[config.mk]
export PLATFORM = sky130hd
export DESIGN_NAME = ballot_capture
export DESIGN_NICKNAME = d
export VERILOG_FILES = /design/src/rtl/ballot_pkg.sv /design/src/rtl/ballot_capture_pb_debounce.sv /design/src/rtl/ballot_capture.sv
export SDC_FILE = /design/constraint.sdc
export NUM_CORES = 1
export LEC_CHECK = 0
export CORE_UTILIZATION = 40
export CTS_BUF_LIST = sky130_fd_sc_hd__clkbuf_8
export CTS_CLUSTER_SIZE = 40
export DETAILED_ROUTE_END_ITERATION = 8
export PLACE_DENSITY = 0.7
export SLEW_MARGIN = 20
export SYNTH_ARGS = -nofsm -noshare
export SYNTH_HDL_FRONTEND = slang
export SYNTH_HIERARCHICAL = 1
export SYNTH_SLANG_ARGS = --single-unit
[constraint.sdc]
create_clock -name clk -period 2.1 [get_ports clk]
set_clock_uncertainty 0.05 [all_clocks]
set_input_delay 0.315 -clock clk [delete_from_list [all_inputs] [get_ports clk]]
set_output_delay 0.315 -clock clk [all_outputs]
set_load 0.02 [all_outputs]
[src/rtl/ballot_pkg.sv]
// ballot_capture shared types: FSM state encoding, party codes, helpers.
// Optional lockout feature is selected with the BALLOT_LOCKOUT_EN macro.
package ballot_pkg;

   typedef enum logic [1:0] {
      IDLE     = 2'd0,
      VALID    = 2'd1,
      WAIT_REL = 2'd2,
      LOCKOUT  = 2'd3
   } state_t;

   localparam logic [2:0] PARTY1 = 3'b001;
   localparam logic [2:0] PARTY2 = 3'b010;
   localparam logic [2:0] PARTY3 = 3'b100;

   // Exactly one bit set among the three party switches.
   function automatic logic is_onehot3(input logic [2:0] v);
      return (v != 3'b000) && ((v & (v - 3'd1)) == 3'b000);
   endfunction

endpackage

[src/rtl/ballot_capture_pb_debounce.sv]
// pb_debounce: 2-flop synchronisers for PB and switches, PB debounce,
// and press/release event strobes derived from the debounced state.
module pb_debounce
   import ballot_pkg::*;
#(
   parameter int DB_CYCLES = 50000
) (
   input  logic       clk,
   input  logic       rst_n,
   input  logic       i_pb,
   input  logic [2:0] i_sw,
   output logic [2:0] o_sw_sync,
   output logic       o_press_evt,
   output logic       o_release_evt
);

   localparam int DB_W = (DB_CYCLES > 2) ? $clog2(DB_CYCLES) : 1;
   localparam logic [DB_W-1:0] DB_LAST = DB_W'(DB_CYCLES - 1);

   logic            r_pb_s1;
   logic            r_pb_s2;
   logic [2:0]      r_sw_s1;
   logic [2:0]      r_sw_s2;
   logic            r_pb_state;
   logic [DB_W-1:0] r_cnt;
   logic            r_press;
   logic            r_release;
   logic            w_differs;
   logic            w_toggle;

   assign w_differs = (r_pb_s2 != r_pb_state);
   assign w_toggle  = w_differs && (r_cnt == DB_LAST);

   // Two-stage synchronisers for the asynchronous button and switches.
   always_ff @(posedge clk or negedge rst_n) begin
      if (!rst_n) begin
         r_pb_s1 <= 1'b0;
         r_pb_s2 <= 1'b0;
         r_sw_s1 <= 3'b000;
         r_sw_s2 <= 3'b000;
      end else begin
         r_pb_s1 <= i_pb;
         r_pb_s2 <= r_pb_s1;
         r_sw_s1 <= i_sw;
         r_sw_s2 <= r_sw_s1;
      end
   end

   // Debounced state flips only after DB_CYCLES consecutive differing cycles.
   always_ff @(posedge clk or negedge rst_n) begin
      if (!rst_n) begin
         r_pb_state <= 1'b0;
         r_cnt      <= '0;
         r_press    <= 1'b0;
         r_release  <= 1'b0;
      end else begin
         r_press   <= w_toggle && !r_pb_state;
         r_release <= w_toggle && r_pb_state;
         if (!w_differs) begin
            r_cnt <= '0;
         end else if (w_toggle) begin
            r_pb_state <= ~r_pb_state;
            r_cnt      <= '0;
         end else begin
            r_cnt <= r_cnt + 1'b1;
         end
      end
   end

   assign o_sw_sync     = r_sw_s2;
   assign o_press_evt   = r_press;
   assign o_release_evt = r_release;

endmodule

[src/rtl/ballot_capture.sv]
// ballot_capture: classifies debounced presses and hands valid votes
// downstream once on valid/ready. Macro: BALLOT_LOCKOUT_EN (post-ballot dead time).
module ballot_capture
   import ballot_pkg::*;
#(
   parameter int DB_CYCLES      = 50000,
   parameter int LOCKOUT_CYCLES = 100000
) (
   input  logic       clk,
   input  logic       rst_n,
   input  logic       PB,
   input  logic [2:0] voter_switch,
   input  logic       voting_en,
   output logic       vote_valid,
   output logic [2:0] vote_party,
   input  logic       vote_ready,
   output logic       invalid_pulse,
   output logic       busy
);

`ifdef BALLOT_LOCKOUT_EN
   localparam int LK_W = (LOCKOUT_CYCLES > 2) ? $clog2(LOCKOUT_CYCLES) : 1;
   localparam logic [LK_W-1:0] LK_LAST = LK_W'(LOCKOUT_CYCLES - 1);
   logic [LK_W-1:0] r_lk_cnt;
`endif

   state_t     r_state;
   logic       r_valid;
   logic [2:0] r_party;
   logic       r_invalid;
   logic       r_busy;
   logic       r_rel_seen;
   logic [2:0] w_sw;
   logic       w_press;
   logic       w_release;

   pb_debounce #(
      .DB_CYCLES (DB_CYCLES)
   ) u_db (
      .clk           (clk),
      .rst_n         (rst_n),
      .i_pb          (PB),
      .i_sw          (voter_switch),
      .o_sw_sync     (w_sw),
      .o_press_evt   (w_press),
      .o_release_evt (w_release)
   );

   // Ballot FSM with registered handshake, strobe and busy outputs.
   always_ff @(posedge clk or negedge rst_n) begin
      if (!rst_n) begin
         r_state    <= IDLE;
         r_valid    <= 1'b0;
         r_party    <= 3'b000;
         r_invalid  <= 1'b0;
         r_busy     <= 1'b0;
         r_rel_seen <= 1'b0;
`ifdef BALLOT_LOCKOUT_EN
         r_lk_cnt   <= '0;
`endif
      end else begin
         r_invalid <= 1'b0;
         unique case (r_state)
            IDLE: begin
               if (w_press && voting_en) begin
                  r_busy     <= 1'b1;
                  r_rel_seen <= 1'b0;
                  unique case (1'b1)
                     is_onehot3(w_sw): begin
                        r_party <= w_sw;
                        r_valid <= 1'b1;
                        r_state <= VALID;
                     end
                     (w_sw != 3'b000) && !is_onehot3(w_sw): begin
                        r_invalid <= 1'b1;
                        r_state   <= WAIT_REL;
                     end
                     default: begin
                        r_state <= WAIT_REL;
                     end
                  endcase
               end
            end
            VALID: begin
               if (w_release) begin
                  r_rel_seen <= 1'b1;
               end
               if (vote_ready) begin
                  r_valid <= 1'b0;
                  r_state <= WAIT_REL;
               end
            end
            WAIT_REL: begin
               if (w_release || r_rel_seen) begin
                  r_rel_seen <= 1'b0;
`ifdef BALLOT_LOCKOUT_EN
                  r_lk_cnt <= '0;
                  r_state  <= LOCKOUT;
`else
                  r_busy  <= 1'b0;
                  r_state <= IDLE;
`endif
               end
            end
`ifdef BALLOT_LOCKOUT_EN
            LOCKOUT: begin
               if (r_lk_cnt == LK_LAST) begin
                  r_lk_cnt <= '0;
                  r_busy   <= 1'b0;
                  r_state  <= IDLE;
               end else begin
                  r_lk_cnt <= r_lk_cnt + 1'b1;
               end
            end
`endif
            default: begin
               r_valid <= 1'b0;
               r_busy  <= 1'b0;
               r_state <= IDLE;
            end
         endcase
      end
   end

   assign vote_valid    = r_valid;
   assign vote_party    = r_party;
   assign invalid_pulse = r_invalid;
   assign busy          = r_busy;

endmodule

# After elaboration in Yosys (flattened, before gate mapping)
# Cells that the tools add are included.
[classes] addsub=2 multipliers=0 div_mod_pow=0 order_cmp=0 eq_ne=9 shift=0 mux=20 n_bitwise=4 n_reduce_logical=19
[ops] cell="16-bit 2-to-1 mux" n=2
[ops] cell="16-bit by 1-bit adder with 16-bit output (second input constant)" n=1
[ops] cell="16-bit == test (second input constant)" n=1
[ops] cell="1-bit 2-to-1 mux" n=10
[ops] cell="1-bit one-hot mux with 3 select lines" n=3
[ops] cell="3-bit AND reduction" n=3
[ops] cell="2-bit 2-to-1 mux" n=4
[ops] cell="2-bit inequality test (second input constant)" n=4
[ops] cell="4-bit AND reduction" n=2
[ops] cell="1-bit logical AND" n=6
[ops] cell="2-bit one-hot mux with 3 select lines" n=1
[ops] cell="3-bit nonzero test" n=2
[ops] cell="3-bit AND" n=1
[ops] cell="3-bit logical NOT" n=1
[ops] cell="1-bit inverter" n=3
[ops] cell="3-bit by 1-bit subtractor with 3-bit output (second input constant)" n=1
[ops] cell="2-bit by 1-bit == test with 1-bit output (second input constant)" n=1
[ops] cell="2-bit == test (second input constant)" n=1
[ops] cell="1-bit logical NOT" n=2
[ops] cell="2-bit logical NOT" n=1
[ops] cell="2-bit by 1-bit inequality test with 1-bit output (second input constant)" n=1
[ops] cell="2-bit AND reduction" n=1
[ops] cell="1-bit logical OR" n=1
[ops] cell="1-bit inequality test" n=1
[totals] ff_bits=36 latch_bits=0 ramBits=0 rom_bits=0 in_bits=8 output_inout_bits=6 wordCells=68 n_memories=0

# Depth between registers and ports, before layout
# Gate-level depths: netlist of run 1.
[logic_depth] word_depth=9 mapped_depth=6

# By module
# The synthesis of run 1 kept the hierarchy.
[modules_own_cells] mod="pb_debounce" instances=1 cells_per_inst=96 area_each_um2=1131.1
[modules_own_cells] mod="ballot_capture" instances=1 cells_per_inst=34 area_each_um2=427.9

# Worst setup path after synthesis of run 1
# OpenSTA, ideal clock, no wires.
[synth_path] path_kind="register to register" from="reg u_db.r_cnt[0]" to="reg u_db.r_cnt[10]" setup_time_ps=121 arrival_ps=1418 slack_ps=511 path_stages_with_launch=7 n_path_buf=1 period_less_slack_ps=1589 path_cell_list="dfrtp_1 > ha_1 > nand3_1 > nand4b_1 > nand2_1 > buf_2 > nor2_1"
[synth_between] elab_chain_cells=4
[synth_rtl] element="start, declared" line_no="ballot_capture_pb_debounce.sv:25" source="logic [DB_W-1:0] r_cnt;"
[synth_rtl] element="start signal, assigned" line_no="ballot_capture_pb_debounce.sv:65" source="r_cnt <= r_cnt + 1'b1;"
[synth_rtl] element="parallel branches: the longest is 2 deep, another holds 16-bit by 1-bit adder with 16-bit output"
[synth_rtl] element="16-bit 2-to-1 mux *" line_no="ballot_capture_pb_debounce.sv:61" source="end else if (w_toggle) begin"
[synth_rtl] element="16-bit 2-to-1 mux *" line_no="ballot_capture_pb_debounce.sv:59" source="if (!w_differs) begin"
# Mark *: on every way between the ends.
# A chain may end at the register's enable or synchronous reset.

# Worst setup path in the final report of run 1
[layout_path] from="reg u_db.r_cnt[0]" to="reg u_db.r_cnt[0]"
# Same word-level chain as after synthesis.

==> impl_metrics.csv, run 1 <==
group,metric,value,unit
yosys,synth-seq-cells,36,
grt,grt_max_degree,37,
yosys,syn_inst,130,
layout,most-common-layout-cells,"36 x dfrtp_1, 15 x nor2_1, 13 x clkdlybuf4s50_1",
clocking,cts.sinks,36,
die,start_util,0.4227,
timing,finalCriticalPeriod,1.680,ns
setup_path,timing.rr.end,"u_db/r_cnt[0]$_DFF_PN0_",
layout,area_growth,19.42,%
setup_path,crit_path_max_fanout,15,
drt,vias,1051,
grt,grt_remaining_overflow,0,
yosys,syn_nets,139,
clocking,cts_buffer_depth,2,
drt,drc_errors,0,
yosys,ys_seq_area_frac,0.5778,
yosys,yosys_warnings,6,
yosys,synth.mux.area_fraction,0.02408,
yosys,synth_area_leaders,"dfrtp_1 58%, xor2_1 4.5%, nor2_1 3.6%, xnor2_1 3.4%, nand4_1 2.4%",
setup_path,critPathArrivalTime,1.80,ns
clocking,ctsResizeCount,0,
power,netSwitchingFraction,0.2069,
layout,final_layout_size_suffix_gt1_frac,0.1258,
drt,drtPass1Iterations,4,
setup_path,reg2reg_slack,0.42,ns
setup_path,crit_path_end,"u_db/r_cnt[0]$_DFF_PN0_",
power,internal_power,1.075,mW
setup_path,start_kind,"flop",
layout,layout_commonest_cell,"dfrtp_1",
yosys,synth_compound_area_frac,0.08266,
clocking,hold_buffers,0,
grt,grt_pass1_vias,1053,
placed_design,port_buffers,13,
die,rows,22,
timing,worstMarginPinSlew,0.4368,ns
die,die-height,64.43,µm
layout,final_core_util,0.5047,
clocking,clkLatencyLatePin,0.29,ns
yosys,synth_top_cell_by_area,"dfrtp_1",
setup_path,rr_startpoint,"u_db/r_cnt[0]$_DFF_PN0_",
timing,rsz0062_at_grt,"false",
setup_path,required,2.22,ns
timing,fmax,0.5951,GHz
clocking,cts_made_buffers,5,
timing,setup_tns,0,ns
placed_design,gp_congestion,0.7777,
yosys,synth-simple-area-share,0.2071,
clocking,cts-root-buf,"clkbuf_8",
power,seqPwrFrac,0.529,
timing,setup_viol_count_final,0,
clocking,clk_pin_slew_worst_paths,0.07,ns
power,cellPowerDensity,727.9,nW/µm²
grt,grt_pass1_wl,4961,µm
power,combinationalPowerShare,0.037,
power,max-vdd-ir-drop,384.6,µV
yosys,synth_cell_types,40,
die,die-area,4151,µm²
setup_path,critPathLaunch,"u_db/r_cnt[0]$_DFF_PN0_",
yosys,synth_top_area_share,0.5778,
grt,track_usage,0.1625,
timing,relSlewSlack,0.7088,
clocking,h-tree-depth,2,
die,die_w,64.43,µm
job,maxCapViolCount,0,
yosys,syn_area_per_cell,11.99,µm²
drt,antenna_left,0,
grt,antenna_found_initial,0,
layout,diodes,0,
drt,drt_wl_total,2737,µm
drt,initialDrtViolationCount,46,
power,clockPowerShare,0.433,
drt,wl_per_cell,13.75,µm
timing,maxSlewViolCount,0,
power,p_leak,0.8184,nW
die,io_pins,14,
setup_path,crit_type,"flop to flop",
yosys,synth_xor_area_frac,0.08909,
timing,hold_violations,0,
die,coreArea,3689,µm²
yosys,syn-cell-area,1559,µm²
yosys,synth_top_family_by_area,"simple AND/OR/NAND/NOR gates",
layout,num-nets-final,159,
setup_path,crit_path_end_kind,"flop",
clocking,cts_setup_buffers,0,
hold_path,hold_class,"flop to flop",
outcome,status,"finished, final reports clean",
timing,final.period_utilization,0.8002,
drt,vias_per_cell,5.281,
power,power.switching,280.5,µW
yosys,synthAdderAreaFrac,0.008026,
layout,nFillCells,357,
setup_path,reg2reg_depth,6,
placed_design,hpwlAfterDp,1858,µm
clocking,tritoncts,"yes",
worst min path at each step:
stage | startpoint | endpoint | slack, ns | depth (start not counted)
final | u_db/r_sw_s1[0]$_DFF_PN0_ | u_db/o_sw_sync[0]$_DFF_PN0_ | 0.30 | 0
after global routing | u_db/r_sw_s1[0]$_DFF_PN0_ | u_db/o_sw_sync[0]$_DFF_PN0_ | 0.31 | 0
after CTS | u_db/r_sw_s1[0]$_DFF_PN0_ | u_db/o_sw_sync[0]$_DFF_PN0_ | 0.30 | 0
after detailed placement | u_db/r_sw_s1[0]$_DFF_PN0_ | u_db/o_sw_sync[0]$_DFF_PN0_ | 0.29 | 0
after global placement | u_db/r_sw_s1[2]$_DFF_PN0_ | u_db/o_sw_sync[2]$_DFF_PN0_ | 0.28 | 0
after floorplan | rst_n | busy$_DFFE_PN0P_ | -0.03 | 0
registers in the layout, summed over array words and instances (netlist names):
register,count
busy,1
u_db/r_pb_s1,1
invalid_pulse,1
r_state,2
u_db/o_press_evt,1
u_db/r_cnt,16
r_rel_seen,1
u_db/o_sw_sync,3
u_db/r_sw_s1,3
vote_valid,1
u_db/o_release_evt,1
u_db/r_pb_state,1
vote_party,3
u_db/r_pb_s2,1
routing by layer:
layer,part of all wire,routed length [µm],vias up,global-route usage
met5,0,0,-,0
met3,0.032,87,5,0.06866
met1,0.47,1296,523,0.2100
li1,-,-,504,-
met4,0.011,31,0,0.08056
met2,0.48,1321,19,0.2329
worst max-delay path, stage by stage, from the launching register on:
cell and delay, ns:
dfrtp_1 0.41, ha_1 0.27, nand3_1 0.15, nand4b_1 0.28, nand2_1 0.11, buf_4 0.21
nor2_1 0.08
Yosys cell counts:
master    number
dfrtp_1       36
nor2_1        15
nand2_1        8
xor2_1         8
nand4_1        6
xnor2_1        6
nand3_1        5
nor3_1         3
o31ai_1        3
a21oi_1        2
and3_1         2
buf_2          2
inv_1          2
mux2_1         2
nor4b_1        2
nor4bb_1       2
o21ai_1        2
or4_1          2
a21boi_0       1
a21o_1         1
a21oi_2        1
a221o_1        1
a32o_1         1
and2_1         1
and2b_1        1
and3_4         1
and4_4         1
and4bb_2       1
ha_1           1
mux2_4         1
nand2_2        1
nand2b_1       1
nand4_2        1
nand4b_1       1
o211ai_4       1
o21ai_0        1
o22ai_1        1
o32a_1         1
or4_4          1
xor2_2         1
logic make-up (layout without fill, tap and decap cells):
| family | after synthesis | in the layout |
|---|---|---|
| buffers and inverters | 4 | 25 |
| and+or+nand+nor | 55 | 55 |
| AOI/OAI and AO/OA | 16 | 16 |
| adders and majority gates | 1 | 1 |
| xor gates and xnor gates | 15 | 15 |
| muxes | 3 | 3 |
| DFF | 36 | 36 |
stage by stage:
step	cells	total power, mW	setup WS, ns	hold WS (ns)	instance area (µm²)
final	199	1.355	0.4196	0.3005	1862
after global placement	191	0.7800	0.4374	0.2830	1754
after detailed placement	191	0.7831	0.4001	0.2871	1754
after CTS	199	1.373	0.4125	0.3035	1862
after floorplan	130	0.7474	0.5105	-0.03059	1559
after global routing	199	1.424	0.2453	0.3133	1862
power by group through the flow:
stage | Sequential [mW] | Clock [mW] | Combinational (mW)
floorplan | 0.728 | 0 | 0.0189
global placement | 0.730 | 0 | 0.0503
detailed placement | 0.731 | 0 | 0.0519
CTS | 0.718 | 0.603 | 0.0522
global route | 0.720 | 0.646 | 0.0574
finish | 0.718 | 0.587 | 0.0506
layout make-up:
class	instances	area, µm²	share of cell area
sequential	36	900.9	0.4839
multi-input combinational	90	640.6	0.3441
timing repair buffer	15	145.1	0.07796
clock buffer	5	68.82	0.03696
tap	48	60.06	0.03226
clock inverter	3	38.79	0.02083
inverter	2	7.507	0.004032
No activity file was read; power rests on OpenSTA's default activity.
==> run 2: changes to the inputs <==
Clock period 2.1 ns to 1.7 ns, I/O delays scaled along.
==> run 2 against run 1 <==
Net effect: combinational power increased by 34%; utilization increased by 0.81 points; sequential power increased by 23%; sequential share of layout area decreased by 0.77 points; sequential cell count unchanged; largest cell class unchanged; critical endpoint is now u_db/r_cnt[15]$_DFF_PN0_.
==> impl_metrics.csv, run 2 (same netlist as run 1, synthesis figures left out) <==
group,metric,value,unit
layout,num-nets-final,161,
power,seqPwrFrac,0.531,
drt,vias_per_cell,5.289,
drt,wl_per_cell,13.17,µm
placed_design,hpwlAfterDp,1860,µm
outcome,status,"finished, final reports clean",
clocking,cts-root-buf,"clkbuf_8",
die,die-height,64.43,µm
layout,seqCellArea,900.9,µm²
timing,relSlewSlack,0.7020,
setup_path,required,1.86,ns
grt,grt_remaining_overflow,0,
timing,setup_tns,0,ns
timing,finalCriticalPeriod,1.589,ns
clocking,cts.sinks,36,
power,max-vdd-ir-drop,788.6,µV
clocking,cts_made_buffers,5,
hold_path,min_path_cells,0,
grt,grt_max_degree,37,
layout,final_core_util,0.5129,
drt,drt_wl_total,2647,µm
die,start_util,0.4227,
layout,final_layout_size_suffix_gt1_frac,0.1438,
drt,drc_errors,0,
layout,nFillCells,329,
die,die-area,4151,µm²
clocking,h-tree-depth,2,
hold_path,hold_class,"flop to flop",
clocking,cts_setup_buffers,0,
grt,track_usage,0.1537,
clocking,clk_pin_slew_worst_paths,0.07,ns
power,cellPowerDensity,882.2,nW/µm²
layout,most-common-layout-cells,"36 x dfrtp_1, 15 x nor2_1, 13 x clkdlybuf4s50_1",
die,coreArea,3689,µm²
setup_path,critPathArrivalTime,1.75,ns
die,die_w,64.43,µm
clocking,tritoncts,"yes",
setup_path,crit_path_end_kind,"flop",
layout,largest_reg_flops,16,
setup_path,start_kind,"flop",
power,internal_power,1.332,mW
timing,final.period_utilization,0.9346,
drt,vias,1063,
clocking,clkLatencyLatePin,0.28,ns
timing,hold_violations,0,
timing,rsz0062_at_grt,"false",
placed_design,gp_congestion,0.7754,
layout,area_growth,21.35,%
die,rows,22,
timing,fmax,0.6294,GHz
power,clockPowerShare,0.428,
drt,antenna_left,0,
timing,setup_viol_count_final,0,
job,maxCapViolCount,0,
layout,layout_commonest_cell,"dfrtp_1",
power,combinationalPowerShare,0.041,
timing,maxSlewViolCount,0,
power,power.total,1.669,mW
setup_path,crit_type,"flop to flop",
drt,initialDrtViolationCount,41,
grt,grt_pass1_vias,1088,
layout,diodes,0,
layout,top_register,"u_db/r_cnt",
timing,worstMarginPinSlew,0.4469,ns
power,p_leak,0.8304,nW
grt,antenna_found_initial,0,
setup_path,crit_path_max_fanout,6,
power,netSwitchingFraction,0.2021,
die,io_pins,14,
placed_design,port_buffers,13,
grt,grt_pass1_wl,4726,µm
power,power.switching,337.3,µW
clocking,cts_buffer_depth,2,
setup_path,reg2reg_depth,4,
drt,drtPass1Iterations,4,
layout,multi_input_area,643.1,µm²
## run 2: cell types whose count changed in the layout (fill, tap and decap cells not counted), sizes merged
cell / delta
buf: +2
## run 2: cell type report
cell class	instances	share of cell area
Inverter	2	0.003968
Clock inverter	3	0.02050
Clock buffer	5	0.03638
Sequential cell	36	0.4762
Timing Repair Buffer	17	0.09127
Tap cell	48	0.03175
Multi-Input combinational cell	90	0.3399
## run 2: worst max-delay path, stage by stage, from the launching register on
cell and delay [ns]:
dfrtp_1 0.45, and4_4 0.27, nand2_2 0.10, or4_1 0.48
a21oi_1 0.16
## run 2: final timing paths
check / start / end / slack [ns]
max reg2reg: u_db/r_cnt[5]$_DFF_PN0_ / u_db/r_cnt[15]$_DFF_PN0_ / 0.11
max in group asynchronous: rst_n / u_db/r_cnt[5]$_DFF_PN0_ / 0.95
min in group asynchronous: rst_n / u_db/r_cnt[12]$_DFF_PN0_ / 0.32
min: u_db/r_sw_s1[1]$_DFF_PN0_ / u_db/o_sw_sync[1]$_DFF_PN0_ / 0.30
min reg2reg: u_db/r_sw_s1[1]$_DFF_PN0_ / u_db/o_sw_sync[1]$_DFF_PN0_ / 0.30
max: u_db/r_cnt[5]$_DFF_PN0_ / u_db/r_cnt[15]$_DFF_PN0_ / 0.11
## run 2: metrics by stage
step / hold slack, ns / setup WS, ns / instance area, µm² / instances
final: 0.3015 / 0.1112 / 1892 / 201
after global routing: 0.3093 / 0.002498 / 1892 / 201
after CTS: 0.3037 / 0.09245 / 1889 / 201
after detailed placement: 0.2879 / 0.03417 / 1782 / 193
after global placement: 0.2824 / 0.09691 / 1782 / 193
after floorplan: -0.09059 / 0.1105 / 1559 / 130
## run 2: what timing repair did
item,CTS,global route
setup endpoints to repair,0,6
gates resized for setup,0,1
hold buffers,0,0
## run 2: power groups by stage
| stage | registers (mW) | logic, mW | clock network [mW] |
|---|---|---|---|
| finish | 0.886 | 0.0678 | 0.715 |
| global route | 0.889 | 0.0763 | 0.768 |
| detailed placement | 0.903 | 0.0687 | 0 |
| CTS | 0.886 | 0.0692 | 0.735 |
| global placement | 0.901 | 0.0663 | 0 |
| floorplan | 0.900 | 0.0234 | 0 |
## run 2: routing by layer
| layer | vias up | track usage | part of all wire | wire, µm |
|---|---|---|---|---|
| met4 | 0 | 0.08333 | 0.019 | 49 |
| met2 | 21 | 0.2474 | 0.49 | 1288 |
| met5 | - | 0 | 0 | 0 |
| met1 | 525 | 0.1798 | 0.45 | 1187 |
| li1 | 512 | - | - | - |
| met3 | 5 | 0.05282 | 0.046 | 122 |
==> run 3: changes to the inputs <==
Settings changed: ABC_AREA set to 1.
==> run 3 against run 2 <==
Net effect: first-iteration DRC count up 39%; global-route usage up 0.35 points; non-clock buffer count unchanged; sequential power down 0.6%; hold slack worse by 0.0025 ns; maximum frequency up 1.8%; die area up 8.7%; synthesized cell count up 58%; worst setup slack better by 0.028 ns; final cell count up 39%; count of clock-buffer cells in the layout unchanged; area after synthesis up 9.0%.
==> impl_metrics.csv, run 3 <==
group,metric,value,unit
yosys,ys_seq_area_frac,0.5302,
setup_path,cp_top_family,"buffers and inverters",
power,p_leak,0.9867,nW
clocking,clkLatencyLatePin,0.29,ns
timing,setup_viol_count_final,0,
yosys,synth-seq-cells,36,
grt,grt_pass1_wl,5119,µm
drt,drc_errors,0,
power,combinationalPowerShare,0.042,
clocking,tritoncts,"yes",
placed_design,hpwlAfterDp,2164,µm
setup_path,max_stage_delay,0.61,ns
clocking,hold_buffers,1,
clocking,cts_buffer_depth,2,
yosys,synth_top_area_share,0.5302,
drt,drtPass1Iterations,4,
yosys,synth.most_common_cell,"nand2_1",
power,cellPowerDensity,828.0,nW/µm²
layout,seqCellArea,900.9,µm²
yosys,syn_area_per_cell,8.248,µm²
timing,setup_tns,0,ns
setup_path,crit_path_end_kind,"output pin",
yosys,synth_cell_types,25,
drt,vias_per_cell,4.825,
clocking,ctsResizeCount,0,
die,start_util,0.4217,
grt,track_usage,0.1572,
layout,area_growth,18.63,%
layout,most-common-layout-cells,"54 x nand2_1, 36 x dfrtp_1, 31 x nor2_1",
yosys,synth_top_cell_by_area,"dfrtp_1",
timing,whs,0.2989,ns
timing,fmax,0.6405,GHz
clocking,h-tree-depth,2,
timing,worstMarginPinSlew,0.4464,ns
power,max-vdd-ir-drop,393.2,µV
setup_path,required,1.39,ns
placed_design,port_buffers,13,
setup_path,slowest_stage,"clkdlybuf4s50_1",
timing,hold_violations,0,
setup_path,reg2reg_slack,0.29,ns
yosys,synth_area_leaders,"dfrtp_1 53%, nand2_1 12%, nor2_1 6.8%, nand3_1 6.5%, inv_1 4.9%",
die,die-height,67.18,µm
grt,grt_remaining_overflow,0,
yosys,yosys_warnings,6,
layout,multi_input_area,685.7,µm²
drt,wl_per_cell,10.61,µm
drt,vias,1351,
die,io_pins,14,
die,die-area,4512,µm²
timing,final.period_utilization,0.9184,
yosys,syn_nets,215,
power,clockPowerShare,0.430,
timing,relSlewSlack,0.7024,
grt,grt_max_degree,37,
power,internal_power,1.329,mW
setup_path,crit_chain,"clkdlybuf4s50_1",
clocking,clk_pin_slew_worst_paths,0.07,ns
yosys,syn-cell-area,1699,µm²
grt,antenna_found_initial,0,
power,seqPwrFrac,0.528,
placed_design,gp_congestion,0.8022,
setup_path,critPathArrivalTime,1.26,ns
layout,diodes,0,
drt,antenna_left,0,
timing,maxSlewViolCount,0,
grt,grt_pass1_vias,1162,
setup_path,crit_path_max_fanout,2,
layout,final_layout_size_suffix_gt1_frac,0.1304,
layout,nFillCells,389,
die,coreArea,4029,µm²
hold_path,hold_class,"flop to flop",
clocking,cts.sinks,36,
clocking,cts_made_buffers,5,
layout,largest_reg_flops,16,
job,maxCapViolCount,0,
setup_path,critical_path_buf_inv_count,1,
yosys,synth_ff_type,"dfrtp_1",
drt,initialDrtViolationCount,57,
clocking,cts-root-buf,"clkbuf_8",
setup_path,crit_type,"flop to output pin",
drt,drt_wl_total,2970,µm
yosys,synth_edf_count,0,
yosys,async_flop_share,1.000,
clocking,cts_setup_buffers,0,
layout,top_register,"u_db/r_cnt",
setup_path,start_kind,"flop",
die,rows,23,
yosys,synth_common_cells,"54 x nand2_1, 36 x dfrtp_1, 31 x nor2_1",
yosys,syn_inst,206,
power,netSwitchingFraction,0.2037,
layout,layout_commonest_cell,"nand2_1",
timing,rsz0062_at_grt,"false",
outcome,status,"finished, final reports clean",
timing,finalCriticalPeriod,1.561,ns
power,power.switching,339.9,µW
layout,num-nets-final,238,
die,die_w,67.18,µm
run 3: cell count changes after synthesis, moves of 3 or more:
cell,before,now
inv_2,0,5
inv_1,2,22
xor2_1,8,2
nor3_1,3,0
o31ai_1,3,0
xnor2_1,6,1
nand2_2,1,6
o21bai_1,0,3
nand2_1,8,54
nor2_1,15,31
nand3_1,5,22
run 3: worst paths after layout:
check,depth (start not counted),end,startpoint
setup / recovery,1,vote_valid,vote_valid$_DFFE_PN0P_
hold / removal,0,u_db/r_pb_s2$_DFF_PN0_,u_db/r_pb_s1$_DFF_PN0_
setup reg to reg,6,u_db/r_cnt[15]$_DFF_PN0_,u_db/r_cnt[0]$_DFF_PN0_
hold reg to reg,0,u_db/r_pb_s2$_DFF_PN0_,u_db/r_pb_s1$_DFF_PN0_
max in group asynchronous,3,u_db/r_cnt[1]$_DFF_PN0_,rst_n
min in group asynchronous,3,u_db/r_pb_state$_DFFE_PN0P_,rst_n
run 3: cell type report:
type | instances | share of cell area
clock buffer | 5 | 0.03414
tap | 50 | 0.03104
inverter | 27 | 0.05028
multi-input combinational | 142 | 0.3402
sequential | 36 | 0.4469
timing repair buffer | 17 | 0.07821
clock inverter | 3 | 0.01924
run 3: power by group through the flow:
stage          Clock (mW)  Combinational [mW]  Sequential (mW)
2_1_floorplan           0              0.0318            0.895
3_3_place_gp            0              0.0709            0.896
3_5_place_dp            0              0.0706            0.897
6_report            0.718              0.0705            0.881
5_1_grt             0.785              0.0815            0.882
4_1_cts             0.738              0.0729            0.881
run 3: routing by layer:
metal / part of all wire / track usage / up-vias / routed length, µm
li1: - / - / 695 / -
met1: 0.50 / 0.2152 / 625 / 1496
met2: 0.43 / 0.2250 / 24 / 1265
met3: 0.048 / 0.05068 / 7 / 144
met4: 0.021 / 0.07181 / 0 / 63
met5: 0 / 0 / - / 0
run 3: metrics by stage:
| step | utilization | setup WS (ns) | total power, mW | instance area [µm²] | cells |
|---|---|---|---|---|---|
| 2_1_floorplan | - | 0.3834 | 0.9272 | 1699 | 206 |
| 3_3_place_gp | 0.4711 | 0.2949 | 0.9674 | 1898 | 271 |
| 3_5_place_dp | 0.4711 | 0.2971 | 0.9677 | 1898 | 271 |
| 4_1_cts | 0.5003 | 0.1121 | 1.691 | 2016 | 280 |
| 5_1_grt | 0.5003 | 0.07405 | 1.748 | 2016 | 280 |
| 6_report | 0.5003 | 0.1388 | 1.669 | 2016 | 280 |
run 3: cell families (layout without fill, tap and decap cells):
group,count (synthesis),in the layout,synth area share
buffers and inverters,28,52,0.06628
AO/OA/AOI/OAI,9,9,0.03313
XOR/XNOR,3,3,0.01547
adder cells (fa/ha/maj),1,1,0.007363
AND/OR/NAND/NOR,129,129,0.3476
flip-flops,36,36,0.5302
